### src/rtl/uart_pkg.sv
// Shared types and frame-length helpers for the UART blocks.
//   parity_t : parity selection (NONE, ODD, EVEN)
//   state_t  : transmitter FSM state encoding
//   frame_ticks / cnt_width : frame length and bit-counter sizing helpers
package uart_pkg;

  typedef enum logic [1:0] {
    NONE = 2'd0,
    ODD  = 2'd1,
    EVEN = 2'd2
  } parity_t;

  typedef enum logic [2:0] {
    IDLE  = 3'd0,
    SYNC  = 3'd1,
    START = 3'd2,
    DATA  = 3'd3,
    PAR   = 3'd4,
    STOP  = 3'd5
  } state_t;

  // Bit periods in one frame, counted from the leading edge of the start bit.
  function automatic int unsigned frame_ticks(input int unsigned data_bits,
                                              input parity_t     parity,
                                              input int unsigned stop_bits);
    return 1 + data_bits + ((parity != NONE) ? 1 : 0) + stop_bits;
  endfunction

  // Width of a counter that can hold 0..data_bits.
  function automatic int unsigned cnt_width(input int unsigned data_bits);
    return $clog2(data_bits + 1);
  endfunction

endpackage

### src/rtl/edge_tick.sv
// Rising-edge detector for a bit-rate reference that is synchronous to clock.
// Produces exactly one tick per reference period, whether the reference is a
// square wave or a single-cycle pulse.
//   clock  : system clock
//   reset  : asynchronous active-high reset (history register clears to 0)
//   ckin   : bit-rate reference level
//   tick_c : combinational single-cycle tick on each rising edge of ckin
module edge_tick (
  input  logic clock,
  input  logic reset,
  input  logic ckin,
  output logic tick_c
);

  logic ckin_q;

  // One-cycle history of the reference.
  always_ff @(posedge clock or posedge reset) begin
    if (reset) begin
      ckin_q <= 1'b0;
    end else begin
      ckin_q <= ckin;
    end
  end

  assign tick_c = ckin & ~ckin_q;

endmodule

### src/rtl/uart_tx.sv
// Byte-serialising UART transmitter. Accepts one word per frame over a
// valid/ready handshake and shifts it out LSB-first with a start bit,
// optional parity bit and one or two stop bits. The divided bit-rate clock
// is only sampled as a timing reference; every register runs on clock.
//   clock : system clock
//   reset : asynchronous active-high reset
//   ckin  : bit-rate reference from the clock divider
//   data  : word to send, latched on acceptance
//   valid : data is valid
//   ready : transmitter can accept a word (IDLE only)
//   tx    : serial line, idle high
//   busy  : a frame is in progress
module uart_tx
  import uart_pkg::*;
#(
  parameter int unsigned DataBits = 8,
  parameter parity_t     Parity   = NONE,
  parameter int unsigned StopBits = 1
) (
  input  logic                clock,
  input  logic                reset,
  input  logic                ckin,
  input  logic [DataBits-1:0] data,
  input  logic                valid,
  output logic                ready,
  output logic                tx,
  output logic                busy
);

  localparam int unsigned     CntW      = cnt_width(DataBits);
  localparam logic [CntW-1:0] LastData  = CntW'(DataBits - 1);
  localparam logic [CntW-1:0] LastStop  = CntW'(StopBits - 1);
  localparam logic [CntW-1:0] CntOne    = CntW'(1);
  localparam bit              HasParity = (Parity != NONE);

  logic                tick_c;
  state_t              state, state_d;
  logic [DataBits-1:0] shift_q, shift_d;
  logic [CntW-1:0]     cnt_q, cnt_d;
  logic                par_q, par_d;
  logic                tx_d, ready_d, busy_d;

  edge_tick u_edge_tick (
    .clock  (clock),
    .reset  (reset),
    .ckin   (ckin),
    .tick_c (tick_c)
  );

  // State and datapath registers; tx drops to idle high as soon as reset rises.
  always_ff @(posedge clock or posedge reset) begin
    if (reset) begin
      state   <= IDLE;
      shift_q <= '0;
      cnt_q   <= '0;
      par_q   <= 1'b0;
      tx      <= 1'b1;
      ready   <= 1'b1;
      busy    <= 1'b0;
    end else begin
      state   <= state_d;
      shift_q <= shift_d;
      cnt_q   <= cnt_d;
      par_q   <= par_d;
      tx      <= tx_d;
      ready   <= ready_d;
      busy    <= busy_d;
    end
  end

  // Next-state and next-output logic; line values change only on a tick so
  // every bit spans exactly one tick interval.
  always_comb begin
    state_d = state;
    shift_d = shift_q;
    cnt_d   = cnt_q;
    par_d   = par_q;
    tx_d    = tx;
    ready_d = ready;
    busy_d  = busy;

    case (state)
      IDLE: begin
        // A tick coincident with acceptance is deliberately not consumed.
        if (valid && ready) begin
          shift_d = data;
          par_d   = (Parity == EVEN) ? ^data : ~^data;
          cnt_d   = '0;
          state_d = SYNC;
          ready_d = 1'b0;
          busy_d  = 1'b1;
        end
      end

      SYNC: begin
        // Align the start bit to the bit grid.
        if (tick_c) begin
          state_d = START;
          tx_d    = 1'b0;
        end
      end

      START: begin
        if (tick_c) begin
          state_d = DATA;
          tx_d    = shift_q[0];
          shift_d = shift_q >> 1;
          cnt_d   = '0;
        end
      end

      DATA: begin
        // d0 went out on the START tick; each DATA tick emits the next bit
        // until the last data bit has had its full period.
        if (tick_c) begin
          if (cnt_q == LastData) begin
            cnt_d = '0;
            if (HasParity) begin
              state_d = PAR;
              tx_d    = par_q;
            end else begin
              state_d = STOP;
              tx_d    = 1'b1;
            end
          end else begin
            cnt_d   = cnt_q + CntOne;
            tx_d    = shift_q[0];
            shift_d = shift_q >> 1;
          end
        end
      end

      PAR: begin
        if (tick_c) begin
          state_d = STOP;
          tx_d    = 1'b1;
          cnt_d   = '0;
        end
      end

      STOP: begin
        if (tick_c) begin
          if (cnt_q == LastStop) begin
            state_d = IDLE;
            ready_d = 1'b1;
            busy_d  = 1'b0;
            cnt_d   = '0;
          end else begin
            cnt_d = cnt_q + CntOne;
          end
        end
      end

      default: begin
        state_d = IDLE;
        tx_d    = 1'b1;
        ready_d = 1'b1;
        busy_d  = 1'b0;
        cnt_d   = '0;
      end
    endcase
  end

endmodule

### config.mk
export PLATFORM = sky130hd
export DESIGN_NAME = uart_tx
export DESIGN_NICKNAME = d
export VERILOG_FILES = /design/src/rtl/uart_pkg.sv /design/src/rtl/edge_tick.sv /design/src/rtl/uart_tx.sv
export SDC_FILE = /design/constraint.sdc
export NUM_CORES = 1
export LEC_CHECK = 0
export CORE_MARGIN = 10
export CORE_UTILIZATION = 45
export CTS_BUF_LIST = sky130_fd_sc_hd__clkbuf_8 sky130_fd_sc_hd__clkbuf_16
export DETAILED_ROUTE_END_ITERATION = 10
export PLACE_DENSITY = 0.7
export SETUP_SLACK_MARGIN = 0.15
export SLEW_MARGIN = 20
export SYNTH_ARGS = -nofsm -noshare
export SYNTH_HDL_FRONTEND = slang
export SYNTH_SLANG_ARGS = --single-unit
### constraint.sdc
create_clock -name clock -period 1.55 [get_ports clock]
set_clock_uncertainty 0.05 [all_clocks]
set_input_delay 0.155 -clock clock [delete_from_list [all_inputs] [get_ports clock]]
set_output_delay 0.155 -clock clock [all_outputs]
set_load 0.03 [all_outputs]
# After elaboration in Yosys (flattened, before gate mapping)
# Index checks and enable logic that the tools add are counted.
# word_totals
reg_bits	19
wordCells	76
# classes
n_addsub	1
n_eq_ne	16
n_mux	35
bitwise_logic	5
n_reduce_logical	12
# op_table
operator	count
8-bit 2-to-1 mux	4
3-bit 2-to-1 mux	8
4-bit 2-to-1 mux	6
8-bit one-hot mux with 3 select lines	1
4-bit one-hot mux with 5 select lines	1
2-bit != test (second input constant)	9
3-bit one-hot mux with 6 select lines	1
5-bit AND reduction	3
1-bit 2-to-1 mux	11
8-bit AND reduction	1
3-bit by 2-bit == test with 1-bit output (second input constant)	2
3-bit == test (second input constant)	2
1-bit one-hot mux with 3 select lines	2
1-bit one-hot mux with 5 select lines	1
4-bit by 1-bit adder with 4-bit output (second input constant)	1
4-bit by 3-bit == test with 1-bit output (second input constant)	1
4-bit zero test	1
1-bit NOT	4
4-bit AND reduction	1
2-bit OR reduction	2
4-bit OR reduction	1
3-bit by 1-bit == test with 1-bit output (second input constant)	1
3-bit zero test	1
3-bit nonzero test	1
3 further kinds	3

# Longest topological paths before layout
# Gate-level depths: netlist of the first run.
# logic_depth
word_depth	4
mapped_depth	6

# Hierarchy
# From an unflattened synthesis of the first run, not the netlist that was laid out.
# hier_totals
hier_cells	107
hier_area_um2	1224.9
# modules_own_cells
mod	n_inst	cells_per_inst	area_per_inst_um2
uart_tx	1	104	1182.4
edge_tick	1	3	42.5

# Worst setup path after synthesis of the first run
# Ideal clock, no wire load.
# synth_path
path_kind	reg2reg
start	register cnt_q[0]
end	register cnt_q[3]
setup_ns	0.124
arrival_time_ns	1.488
required_time_ns	1.376
setup_slack_ns	-0.112
path_stages_with_launch	7
path_buffers	0
synth_period_minus_slack_ns	1.662
path_cell_list	dfrtp_1 > inv_1 > ha_1 > or3b_4 > a32oi_4 > nor4_1 > a211o_1
# synth_between
elab_chain_len	4
elab_cells_between_ends	8
cone_classes	1 x add/sub; 1 x eq/ne; 5 x mux; 1 x reduce/logical
# synth_rtl
element	line	rtl
from (decl)	uart_tx.sv:39	logic [CntW-1:0] cnt_q, cnt_d;
from (signal assigned)	uart_tx.sv:63	cnt_q <= cnt_d;
4-bit by 1-bit adder with 4-bit output (tied with other cells)	uart_tx.sv:126, uart_tx.sv:149	
4-bit 2-to-1 mux, on equally long branches	uart_tx.sv:143, uart_tx.sv:116	
4-bit 2-to-1 mux, on equally long branches	uart_tx.sv:142, uart_tx.sv:115	
4-bit one-hot mux with 5 select lines (*)	uart_tx.sv:82	case (state)
# Every way passes the cells marked *; elsewhere a longest branch is shown, timed or not. The select of a mux whose other input is x is not followed.
# A chain may end at the register's enable or synchronous reset.

# Worst setup path after layout of the first run
# layout_path
start	register state[2]
end	register state[0]
# layout_between
elab_chain_len	3
elab_cells_between_ends	16
cone_classes	13 x eq/ne; 1 x mux; 2 x reduce/logical
# layout_rtl
element	line	rtl
from (decl)	uart_tx.sv:37	state_t state, state_d;
from (signal assigned)	uart_tx.sv:61	state <= state_d;
3-bit by 2-bit == test with 1-bit output (tied with other cells)	uart_tx.sv:82	
2-bit != test (no source line)	-	
8-bit AND reduction (no source line)	-	
# Parallel ways exist; a longest one is shown, timed or not.

==> summary.log, run 1 <==
qor: grt.number_of_antenna_violations_at_the_first_check_in_global_routing 0
qor: logic_synthesis.synthesis.area 1150 um2
qor: power_and_ir_drop.power_density 1940 nW/um2
qor: floorplan.design.portCount 15
qor: logic_synthesis.synth_top_area_share 0.369
qor: power_and_ir_drop.clk_network_pwr_share 0.105
qor: grt.globalRouteOverflowTotal 0
qor: timing.final.period_utilization 1.11
qor: floorplan.row_count 18
qor: timing.whs 0.0841 ns
qor: place.routabilityCongestion 0.837
qor: power_and_ir_drop.sequentialPowerShare 0.285
qor: floorplan.die_height 70.6 um
qor: final_layout.ratio_of_cells_with_drive_above_1_in_the_final_layout 0.380
qor: worst_setup_path.critical_path_arrival 1.81 ns
qor: logic_synthesis.cell_taking_the_most_area_after_synthesis dfrtp_1
qor: power_and_ir_drop.internal_power 0.00203 W
qor: power_and_ir_drop.leakagePower 0.760 nW
qor: final_layout.fin_util 0.719
qor: logic_synthesis.post-synth-top-count-cell nand2_1
qor: worst_setup_path.timing.critical_path.required 1.65 ns
qor: detailed_routing.postRouteAntennaNets 0
qor: final_layout.final_nets 186
qor: logic_synthesis.yosysWarningCount 0
qor: power_and_ir_drop.power.switching_fraction 0.406
qor: clocking.cts_made_buffers 3
qor: detailed_routing.post_drt_wl_per_cell 15.9 um
qor: clocking.library_cell_used_as_clock_root_buffer clkbuf_8
qor: timing.setup_ws -0.165 ns
qor: clocking.tritoncts yes
qor: clocking.clk_path_buf_depth 2
qor: logic_synthesis.synthesis.nets 138
qor: timing.setup_viol 15
qor: detailed_routing.met2_length 1730 um
qor: detailed_routing.routed-wl-met3 70 um
qor: detailed_routing.route.final.wire_length 3200 um
qor: power_and_ir_drop.fin_total_pwr 0.00342 W
qor: detailed_routing.avgViaCountPerCell 5.54
qor: power_and_ir_drop.vdd.ir_drop.worst 1320 uV
qor: detailed_routing.maxUsedRoutingLayer met4
qor: logic_synthesis.yosys-top-cells-count nand2_1, dfrtp_1, nor2_1
qor: logic_synthesis.top_ff_cell_synth dfrtp_1
qor: detailed_routing.wl_on_met1 1360 um
qor: logic_synthesis.synth.yosys.seq_area_share 0.415
qor: timing.fin_hold_viols 0
qor: logic_synthesis.synth_edf_count 0
qor: detailed_routing.route.detailed.drc 0
qor: grt.grt_pass1_wl 5090 um
qor: run_status.failing_checks setup timing
qor: logic_synthesis.yosys.cell_types.count 39
qor: logic_synthesis.synth_seq_cells 19
qor: timing.upper_clock_frequency_limit 583 MHz
qor: run.cap_violations 0
qor: worst_setup_path.reg2reg_depth 4
qor: final_layout.antenna_cells_inserted 0
qor: detailed_routing.route.vias.total 1113
qor: grt.via_count_of_the_first_global_routing_pass 1186
qor: timing.finalMaxSlewViolations 0
qor: worst_setup_path.critical-path-slowest-cell dfrtp_1
qor: grt.pin_count_of_the_biggest_net_entering_global_routing 14
qor: detailed_routing.detail_route.iter0.violations 56
qor: clocking.clock_latency 0.26 ns
qor: worst_setup_path.cp_cell_sequence a211oi_1 > a21oi_1 > o32ai_1 > mux2_2
qor: detailed_routing.drt_pre_antenna_iters 4
qor: timing.worstMarginPinSlew 0.474 ns
qor: floorplan.die_width 70.6 um
qor: worst_setup_path.critPathMaxStageDelay 0.55 ns
qor: floorplan.design.core.area 2450 um2
qor: worst_setup_path.flop2flop_setup_slack -0.17 ns
qor: power_and_ir_drop.pwr-share-comb 0.610
qor: logic_synthesis.postSynthCellCount 124
qor: clocking.h-tree-depth 1
qor: timing.period_minus_slack 1.72 ns
qor: final_layout.area_growth_syn_to_layout 53.1%
qor: grt.track_usage 0.119
qor: floorplan.initial_utilization 0.469
qor: timing.slew-limit-headroom 0.684
qor: power_and_ir_drop.total_switching_power 0.00139 W
qor: worst_setup_path.worstPathMaxFanout 13
qor: place.portBuffers 14
qor: worst_setup_path.timing.critical_path.from_type flip-flop
qor: clocking.tritoncts_sink_count 19
qor: logic_synthesis.synthArstFlopShare 1.00
qor: floorplan.floorplan.die_area 4990 um2
qor: clocking.cts-hold-fix-buffers 0
qor: clocking.cts.clk_slew.worst_paths 0.08 ns
qor: worst_setup_path.end_kind flip-flop
qor: run_status.result_of_the_run finished, violations left
qor: logic_synthesis.synthTopCellsByArea dfrtp_1, nand2_1, dfstp_2
qor: min_path.holdCritPathClass primary input to asynchronous set/reset pin
qor: place.hpwl 2070 um
qor: worst_setup_path.critPathKind flip-flop to flip-flop
qor: logic_synthesis.syn_avg_cell_area 9.29 um2
qor: timing.rsz_0062_raised_after_global_routing yes
## layout by cell type (no fill, tap or decap), types with 2 or more instances in the layout
cell	synthesis	routed
o21a_1	2	2
inv_2	0	2
buf_12	0	2
buf_6	2	5
a32o_1	3	2
nor2b_1	2	2
dfstp_2	2	2
nand3b_1	2	2
o21ai_0	8	4
a21oi_1	2	2
a21o_1	2	2
inv_1	7	5
ha_4	0	2
dfrtp_1	17	17
buf_4	1	28
a31oi_4	0	3
a211o_1	2	2
nand2_1	22	21
clkdlybuf4s50_1	0	11
nor2_1	12	11
nand3_1	4	4
clkbuf_8	0	3
o21ai_1	1	4
a31oi_1	7	4
## worst max-delay path, delay by kind of cell (launching register included)
kind,cells,cell delay [ns]
DFF,1,0.55
AOI/OAI and AO/OA,3,0.61
muxes,1,0.39
## metrics by stage
step                instance area [um2]  setup slack, ns  cells  TNS (ns)
global placement                   1500           -0.128    187    -0.658
finish                             1760           -0.165    201     -2.04
floorplan                          1160           -0.111    124    -0.201
detailed placement                 1500           -0.177    187     -1.27
global route                       1760           -0.237    201     -3.07
CTS                                1660           -0.170    197     -2.10
## layout make-up
class,instances,area (um2)
Clock inverter,1,5.00
Multi-Input combinational cell,91,707
Inverter,7,26.3
Tap cell,30,37.5
Sequential cell,19,478
Clock buffer,3,41.3
Fill cell,176,691
Timing Repair Buffer,50,469
## timing repair
action                                  in CTS  in global routing
setup buffers                                5                  4
cloned                                       1                  0
resized for setup                           20                 18
pin swaps                                    8                  6
endpoints found under the setup margin      21                 19
## per-layer routing
metal,GRT usage,up-vias
li1,-,542
met1,0.133,543
met2,0.219,20
met3,0.0195,8
met4,0.0452,0
met5,0,-
## worst paths after layout
check / start / end
min in group clock: data[5] / shift_q[5]$_DFFE_PP0P_
max in group asynchronous: reset / tx$_DFFE_PP1P_
worst max-delay path: state[2]$_DFFE_PP0P_ / state[0]$_DFFE_PP0P_
worst min-delay path: reset / cnt_q[3]$_DFFE_PP0P_
worst max register to register: state[2]$_DFFE_PP0P_ / state[0]$_DFFE_PP0P_
worst min register to register: tx$_DFFE_PP1P_ / tx$_DFFE_PP1P_
## power groups by stage
stage / sequential [W] / clock (W) / combinational (W)
4_1_cts: 0.000967 / 0.000364 / 0.00179
3_3_place_gp: 0.000951 / 0 / 0.00152
6_report: 0.000977 / 0.000360 / 0.00209
2_1_floorplan: 0.000965 / 0 / 0.00101
3_5_place_dp: 0.000970 / 0 / 0.00157
5_1_grt: 0.00102 / 0.000377 / 0.00225
## cell families after synthesis
group | synth area share
buf+inv | 0.0651
flops | 0.415
compound gates | 0.244
simple gates | 0.244
mux | 0.00977
fa+ha+maj | 0.0217
## state kept, by name, indices dropped and copies added, names as in the netlist
name                cells
u_edge_tick.ckin_q      1
busy                    1
cnt_q                   4
state                   3
ready                   1
shift_q                 8
tx                      1
No activity file was read; power rests on OpenSTA's default activity.
==> inputs of run 2 (changes only) <==
--- a/config.mk
+++ b/config.mk
@@ -11,6 +11,7 @@
 export DETAILED_ROUTE_END_ITERATION = 10
 export PLACE_DENSITY = 0.7
 export SETUP_SLACK_MARGIN = 0.15
+export SKIP_CTS_REPAIR_TIMING = 1
 export SLEW_MARGIN = 20
 export SYNTH_ARGS = -nofsm -noshare
 export SYNTH_HDL_FRONTEND = slang
==> summary.log, run 2 (synthesis gave the netlist of run 1 again) <==
qor: run_status.result_of_the_run finished, violations left [unchanged]
qor: run_status.failing_checks setup timing [unchanged]
qor: timing.rsz_0062_raised_after_global_routing yes [unchanged]
qor: final_layout.num-fill-cells 194 [was 176]
qor: grt.via_count_of_the_first_global_routing_pass 1074 [was 1186]
qor: timing.finalMaxSlewViolations 0 [unchanged]
qor: timing.setup_viol 14 [was 15]
qor: timing.upper_clock_frequency_limit 579 MHz [was 583 MHz]
qor: clocking.cts_made_buffers 3 [unchanged]
qor: floorplan.floorplan.die_area 4990 um2 [unchanged]
qor: timing.slew-limit-headroom 0.779 [was 0.684]
qor: clocking.clk_path_buf_depth 2 [unchanged]
qor: detailed_routing.postRouteAntennaNets 0 [unchanged]
qor: clocking.library_cell_used_as_clock_root_buffer clkbuf_8 [unchanged]
qor: worst_setup_path.crit-reg2reg-launch cnt_q[1]$_DFFE_PP0P_ [was state[2]$_DFFE_PP0P_]
qor: power_and_ir_drop.vdd.ir_drop.worst 1410 uV [was 1320 uV]
qor: worst_setup_path.critical_path_arrival 1.82 ns [was 1.81 ns]
qor: floorplan.die_width 70.6 um [unchanged]
qor: grt.globalRouteOverflowTotal 0 [unchanged]
qor: worst_setup_path.timing.critical_path.from_type flip-flop [unchanged]
qor: detailed_routing.drt_pre_antenna_iters 4 [unchanged]
qor: detailed_routing.avgViaCountPerCell 5.49 [was 5.54]
qor: worst_setup_path.worstPathMaxFanout 5 [was 13]
qor: run.cap_violations 0 [unchanged]
qor: clocking.clock_latency 0.25 ns [was 0.26 ns]
qor: clocking.cts.clk_slew.worst_paths 0.07 ns [was 0.08 ns]
qor: timing.period_minus_slack 1.73 ns [was 1.72 ns]
qor: grt.pin_count_of_the_biggest_net_entering_global_routing 17 [was 14]
qor: place.routabilityCongestion 0.837 [unchanged]
qor: final_layout.antenna_cells_inserted 0 [unchanged]
qor: clocking.tritoncts yes [unchanged]
qor: timing.setup_ws -0.177 ns [was -0.165 ns]
qor: worst_setup_path.timing.critical_path.required 1.64 ns [was 1.65 ns]
qor: timing.whs 0.0913 ns [was 0.0841 ns]
qor: final_layout.final_nets 180 [was 186]
qor: final_layout.mostFrequentLayoutCell buf_4 [unchanged]
qor: power_and_ir_drop.power_density 1870 nW/um2 [was 1940 nW/um2]
qor: final_layout.regMostFlops shift_q [unchanged]
qor: detailed_routing.post_drt_wl_per_cell 14.9 um [was 15.9 um]
qor: grt.grt_pass1_wl 4540 um [was 5090 um]
qor: floorplan.initial_utilization 0.469 [unchanged]
qor: worst_setup_path.critPathKind flip-flop to flip-flop [unchanged]
qor: min_path.holdCritPathClass primary input to asynchronous set/reset pin [unchanged]
qor: floorplan.design.core.area 2450 um2 [unchanged]
qor: place.hpwl 2070 um [unchanged]
qor: grt.number_of_antenna_violations_at_the_first_check_in_global_routing 0 [unchanged]
qor: floorplan.row_count 18 [unchanged]
qor: detailed_routing.route.detailed.drc 0 [unchanged]
qor: final_layout.largest_register_ff_count 8 [unchanged]
qor: worst_setup_path.worstReg2RegEnd cnt_q[3]$_DFFE_PP0P_ [was state[0]$_DFFE_PP0P_]
qor: final_layout.final_cell_mix buf_4, nand2_1, dfrtp_1 [unchanged]
qor: floorplan.die_height 70.6 um [unchanged]
qor: power_and_ir_drop.leakagePower 0.734 nW [was 0.760 nW]
qor: final_layout.ratio_of_cells_with_drive_above_1_in_the_final_layout 0.358 [was 0.380]
qor: worst_setup_path.reg2reg_depth 6 [was 4]
qor: worst_setup_path.flop2flop_setup_slack -0.18 ns [was -0.17 ns]
qor: floorplan.design.portCount 15 [unchanged]
qor: timing.fin_hold_viols 0 [unchanged]
qor: timing.totalNegativeSetupSlack -1.76 ns [was -2.04 ns]
qor: timing.final.period_utilization 1.11 [about the same]
qor: detailed_routing.route.vias.total 1071 [was 1113]
qor: final_layout.reg.largest.list shift_q x8, cnt_q x4, state x3 [unchanged]
qor: detailed_routing.detail_route.iter0.violations 32 [was 56]
qor: detailed_routing.route.final.wire_length 2910 um [was 3200 um]
qor: worst_setup_path.end_kind flip-flop [unchanged]
qor: place.portBuffers 14 [unchanged]
qor: final_layout.area_growth_syn_to_layout 44.8% [was 53.1%]
qor: grt.track_usage 0.106 [was 0.119]
qor: clocking.h-tree-depth 1 [unchanged]
qor: clocking.tritoncts_sink_count 19 [unchanged]
qor: timing.worstMarginPinSlew 0.331 ns [was 0.474 ns]
run 2: cell count changes in the layout (fill, tap and decap cells not counted), sizes merged:
cell,change
clkbuf,+2
clkdlybuf4s15,-1
buf,-8
dlygate4sd2,-1
dlymetal6s2s,+2
run 2: area by class of cell:
type / instances / area, um2 / share of cell area
clock buffer: 3 / 41.3 / 0.0247
inverter: 7 / 26.3 / 0.0157
clock inverter: 1 / 5.00 / 0.00300
multi-input combinational: 91 / 666 / 0.399
sequential: 19 / 482 / 0.289
tap: 30 / 37.5 / 0.0225
timing repair buffer: 44 / 412 / 0.247
run 2: critical path, cell delays in order (launching register included):
cell and delay, ns:
dfrtp_1 0.39, inv_2 0.06, ha_1 0.12, or3b_4 0.39
a32oi_4 0.27, nor2_1 0.07, a211o_1 0.26
run 2: per-stage QoR:
stage | worst slack [ns] | cells | area (um2) | power (W) | util
after floorplan | -0.111 | 124 | 1160 | 0.00198 | -
after global placement | -0.128 | 187 | 1500 | 0.00247 | 0.612
after detailed placement | -0.177 | 187 | 1500 | 0.00254 | 0.612
after CTS | -0.204 | 191 | 1550 | 0.00290 | 0.631
after global routing | -0.254 | 195 | 1670 | 0.00334 | 0.680
final | -0.177 | 195 | 1670 | 0.00311 | 0.680
run 2: how the worst max path moves through the flow:
stage,cells past startpoint,startpoint,end
6_report,6,cnt_q[1]$_DFFE_PP0P_,cnt_q[3]$_DFFE_PP0P_
5_1_grt,6,cnt_q[0]$_DFFE_PP0P_,cnt_q[3]$_DFFE_PP0P_
4_1_cts,1,ready$_DFFE_PP1P_,ready
3_5_place_dp,4,ckin,state[0]$_DFFE_PP0P_
3_3_place_gp,5,valid,state[0]$_DFFE_PP0P_
2_1_floorplan,6,cnt_q[0]$_DFFE_PP0P_,cnt_q[3]$_DFFE_PP0P_
run 2: layer usage:
layer | wire length, um | vias up | global-route usage
met5 | 0 | - | 0
met4 | 20 | 0 | 0.0258
met3 | 74 | 4 | 0.0167
met1 | 1310 | 515 | 0.131
li1 | - | 532 | -
met2 | 1500 | 20 | 0.186
run 2: where the power goes:
| part | switching, W | internal, W |
|---|---|---|
| clock network | 0.000168 | 0.000179 |
| logic | 0.000852 | 0.000940 |
| registers | 0.000228 | 0.000748 |
==> inputs of run 3 (changes only) <==
--- a/config.mk
+++ b/config.mk
@@ -5,11 +5,10 @@
 export SDC_FILE = /design/constraint.sdc
 export NUM_CORES = 1
 export LEC_CHECK = 0
-export CORE_MARGIN = 10
-export CORE_UTILIZATION = 45
+export CORE_MARGIN = 1
+export CORE_UTILIZATION = 40
 export CTS_BUF_LIST = sky130_fd_sc_hd__clkbuf_8 sky130_fd_sc_hd__clkbuf_16
 export DETAILED_ROUTE_END_ITERATION = 10
-export PLACE_DENSITY = 0.7
 export SETUP_SLACK_MARGIN = 0.15
 export SKIP_CTS_REPAIR_TIMING = 1
 export SLEW_MARGIN = 20
==> summary.log, run 3 (synthesis gave the netlist of run 1 again) <==
qor: timing.final.period_utilization 1.14 [was 1.11]
qor: worst_setup_path.worstPathBufferInverterCount 1 [unchanged]
qor: timing.finalMaxSlewViolations 0 [unchanged]
qor: grt.track_usage 0.180 [was 0.106]
qor: final_layout.sequential_cell_area 482 um2 [unchanged]
qor: detailed_routing.postRouteAntennaNets 0 [unchanged]
qor: final_layout.largest_register_ff_count 8 [unchanged]
qor: grt.number_of_antenna_violations_at_the_first_check_in_global_routing 0 [unchanged]
qor: final_layout.fin_util 0.620 [was 0.680]
qor: worst_setup_path.timing.critical_path.required 1.64 ns [about the same]
qor: worst_setup_path.critPathKind flip-flop to flip-flop [unchanged]
qor: final_layout.antenna_cells_inserted 0 [unchanged]
qor: worst_setup_path.critical_path_cell_count 6 [unchanged]
qor: place.dpl_worst_slack -0.208 ns [was -0.177 ns]
qor: detailed_routing.route.final.wire_length 3020 um [was 2910 um]
qor: power_and_ir_drop.power_density 1930 nW/um2 [was 1870 nW/um2]
qor: final_layout.final_nets 181 [was 180]
qor: worst_setup_path.worstPathMaxFanout 5 [unchanged]
qor: power_and_ir_drop.clk_network_pwr_share 0.110 [was 0.111]
qor: clocking.tritoncts_sink_count 19 [unchanged]
qor: clocking.cts.clk_slew.worst_paths 0.08 ns [was 0.07 ns]
qor: floorplan.die_width 55.7 um [was 70.6 um]
qor: floorplan.row_count 19 [was 18]
qor: timing.setup_ws -0.221 ns [was -0.177 ns]
qor: clocking.tritoncts yes [unchanged]
qor: power_and_ir_drop.power.switching_fraction 0.401 [about the same]
qor: floorplan.die_height 55.7 um [was 70.6 um]
qor: run_status.failing_checks setup timing [unchanged]
qor: final_layout.regMostFlops shift_q [unchanged]
qor: power_and_ir_drop.internal_power 0.00196 W [was 0.00187 W]
qor: floorplan.design.portCount 15 [unchanged]
qor: clocking.cts_made_buffers 3 [unchanged]
qor: worst_setup_path.reg2reg_depth 6 [unchanged]
qor: place.hpwl 1980 um [was 2070 um]
qor: detailed_routing.detail_route.iter0.violations 50 [was 32]
qor: detailed_routing.avgViaCountPerCell 5.44 [was 5.49]
qor: clocking.h-tree-depth 1 [unchanged]
qor: timing.whs 0.0996 ns [was 0.0913 ns]
qor: place.routabilityCongestion 0.792 [was 0.837]
qor: final_layout.area_growth_syn_to_layout 47.0% [was 44.8%]
qor: final_layout.multiInputGateArea 683 um2 [was 666 um2]
qor: detailed_routing.drt_pre_antenna_iters 4 [unchanged]
qor: grt.via_count_of_the_first_global_routing_pass 982 [was 1074]
qor: run_status.result_of_the_run finished, violations left [unchanged]
qor: worst_setup_path.cp_cell_sequence inv_2 > ha_4 > or3b_4 > a32oi_4 > nor4_1 > a211o_1 [was inv_2 > ha_1 > or3b_4 > a32oi_4 > nor2_1 > a211o_1]
qor: power_and_ir_drop.leakagePower 0.756 nW [was 0.734 nW]
qor: clocking.library_cell_used_as_clock_root_buffer clkbuf_8 [unchanged]
qor: power_and_ir_drop.sequentialPowerShare 0.294 [was 0.313]
qor: min_path.holdCritPathClass primary input to flip-flop [was primary input to asynchronous set/reset pin]
qor: floorplan.floorplan.die_area 3100 um2 [was 4990 um2]
qor: detailed_routing.route.detailed.drc 0 [unchanged]
qor: final_layout.num-fill-cells 223 [was 194]
qor: timing.upper_clock_frequency_limit 565 MHz [was 579 MHz]
qor: grt.grt_pass1_wl 4450 um [was 4540 um]
qor: timing.setup_viol 15 [was 14]
qor: floorplan.design.core.area 2730 um2 [was 2450 um2]
qor: worst_setup_path.critical-path-slowest-cell dfrtp_1 [unchanged]
qor: worst_setup_path.delay_heaviest_family_cp simple AND/OR/NAND/NOR gates [was compound AO/OA/AOI/OAI gates]
qor: worst_setup_path.critical_path_arrival 1.86 ns [was 1.82 ns]
qor: place.portBuffers 14 [unchanged]
qor: timing.period_minus_slack 1.77 ns [was 1.73 ns]
qor: final_layout.finalNonFillerCells 197 [was 195]
qor: power_and_ir_drop.pwr-share-comb 0.596 [was 0.576]
qor: place.placed_insts 187 [unchanged]
qor: timing.fin_hold_viols 0 [unchanged]
qor: worst_setup_path.critPathMaxStageDelay 0.40 ns [was 0.39 ns]
qor: worst_setup_path.end_kind flip-flop [unchanged]
qor: power_and_ir_drop.fin_total_pwr 0.00327 W [was 0.00311 W]
qor: min_path.min_path_cells 1
qor: final_layout.mostFrequentLayoutCell buf_4 [unchanged]
qor: final_layout.ratio_of_cells_with_drive_above_1_in_the_final_layout 0.367 [was 0.358]
qor: timing.worstMarginPinSlew 0.319 ns [was 0.331 ns]
qor: clocking.clk_path_buf_depth 2 [unchanged]
qor: floorplan.initial_utilization 0.422 [was 0.469]
qor: run.cap_violations 0 [unchanged]
qor: timing.slew-limit-headroom 0.787 [was 0.779]
qor: power_and_ir_drop.vdd.ir_drop.worst 1210 uV [was 1410 uV]
qor: clocking.clock_latency 0.26 ns [was 0.25 ns]
qor: timing.rsz_0062_raised_after_global_routing yes [unchanged]
qor: grt.pin_count_of_the_biggest_net_entering_global_routing 20 [was 17]
qor: grt.globalRouteOverflowTotal 0 [unchanged]
qor: power_and_ir_drop.total_switching_power 0.00131 W [was 0.00125 W]
qor: detailed_routing.post_drt_wl_per_cell 15.3 um [was 14.9 um]
qor: final_layout.reg.largest.list shift_q x8, cnt_q x4, state x3 [unchanged]
qor: detailed_routing.route.vias.total 1072 [was 1071]
qor: final_layout.final_cell_mix buf_4, nand2_1, dfrtp_1 [unchanged]
qor: worst_setup_path.timing.critical_path.from_type flip-flop [unchanged]
-- run 3: metrics by stage --
step                      instance area, um2  TNS, ns
after global placement                  1500   -0.758
after global routing                    1690    -2.55
after detailed placement                1500    -1.33
after CTS                               1540    -1.70
after floorplan                         1160   -0.201
final                                   1690    -1.49
-- run 3: worst paths after layout --
check                                          endpoint  slack, ns            startpoint
max                                cnt_q[3]$_DFFE_PP0P_      -0.22  cnt_q[1]$_DFFE_PP0P_
min                        u_edge_tick.ckin_q$_DFF_PP0_        0.1                  ckin
max reg2reg                        cnt_q[3]$_DFFE_PP0P_      -0.22  cnt_q[1]$_DFFE_PP0P_
min reg2reg                              tx$_DFFE_PP1P_       0.47        tx$_DFFE_PP1P_
max in group asynchronous                tx$_DFFE_PP1P_       1.02                 reset
min in group asynchronous          cnt_q[0]$_DFFE_PP0P_       0.16                 reset
-- run 3: worst reg2reg max path, delay by kind of cell (launching register included) --
kind	cells	cell delay, ns
fa+ha+maj	1	0.12
compound gates	2	0.50
buf+inv	1	0.08
simple gates	2	0.50
flops	1	0.40
-- run 3: area by class of cell --
class                   count  share of cell area
clock buffers               3              0.0244
clock inverters             1             0.00295
well taps                  31              0.0229
flip-flops and latches     19               0.284
repair buffers             45               0.247
multi-input cells          91               0.403
inverters                   7              0.0155
-- run 3: layer usage --
| metal | vias to the layer above | share of wire | GRT usage |
|---|---|---|---|
| li1 | 530 | - | - |
| met1 | 532 | 0.44 | 0.251 |
| met2 | 10 | 0.53 | 0.296 |
| met3 | 0 | 0.021 | 0.0233 |
| met4 | 0 | 0 | 0.0464 |
| met5 | - | 0 | 0 |
-- run 3: power by group through the flow --
stage                     sequential, W  combinational, W  clock, W
after floorplan                0.000965           0.00101         0
after global placement         0.000954           0.00157         0
after detailed placement       0.000969           0.00163         0
after CTS                      0.000960           0.00163  0.000370
after global routing           0.000989           0.00214  0.000395
final                          0.000964           0.00195  0.000359
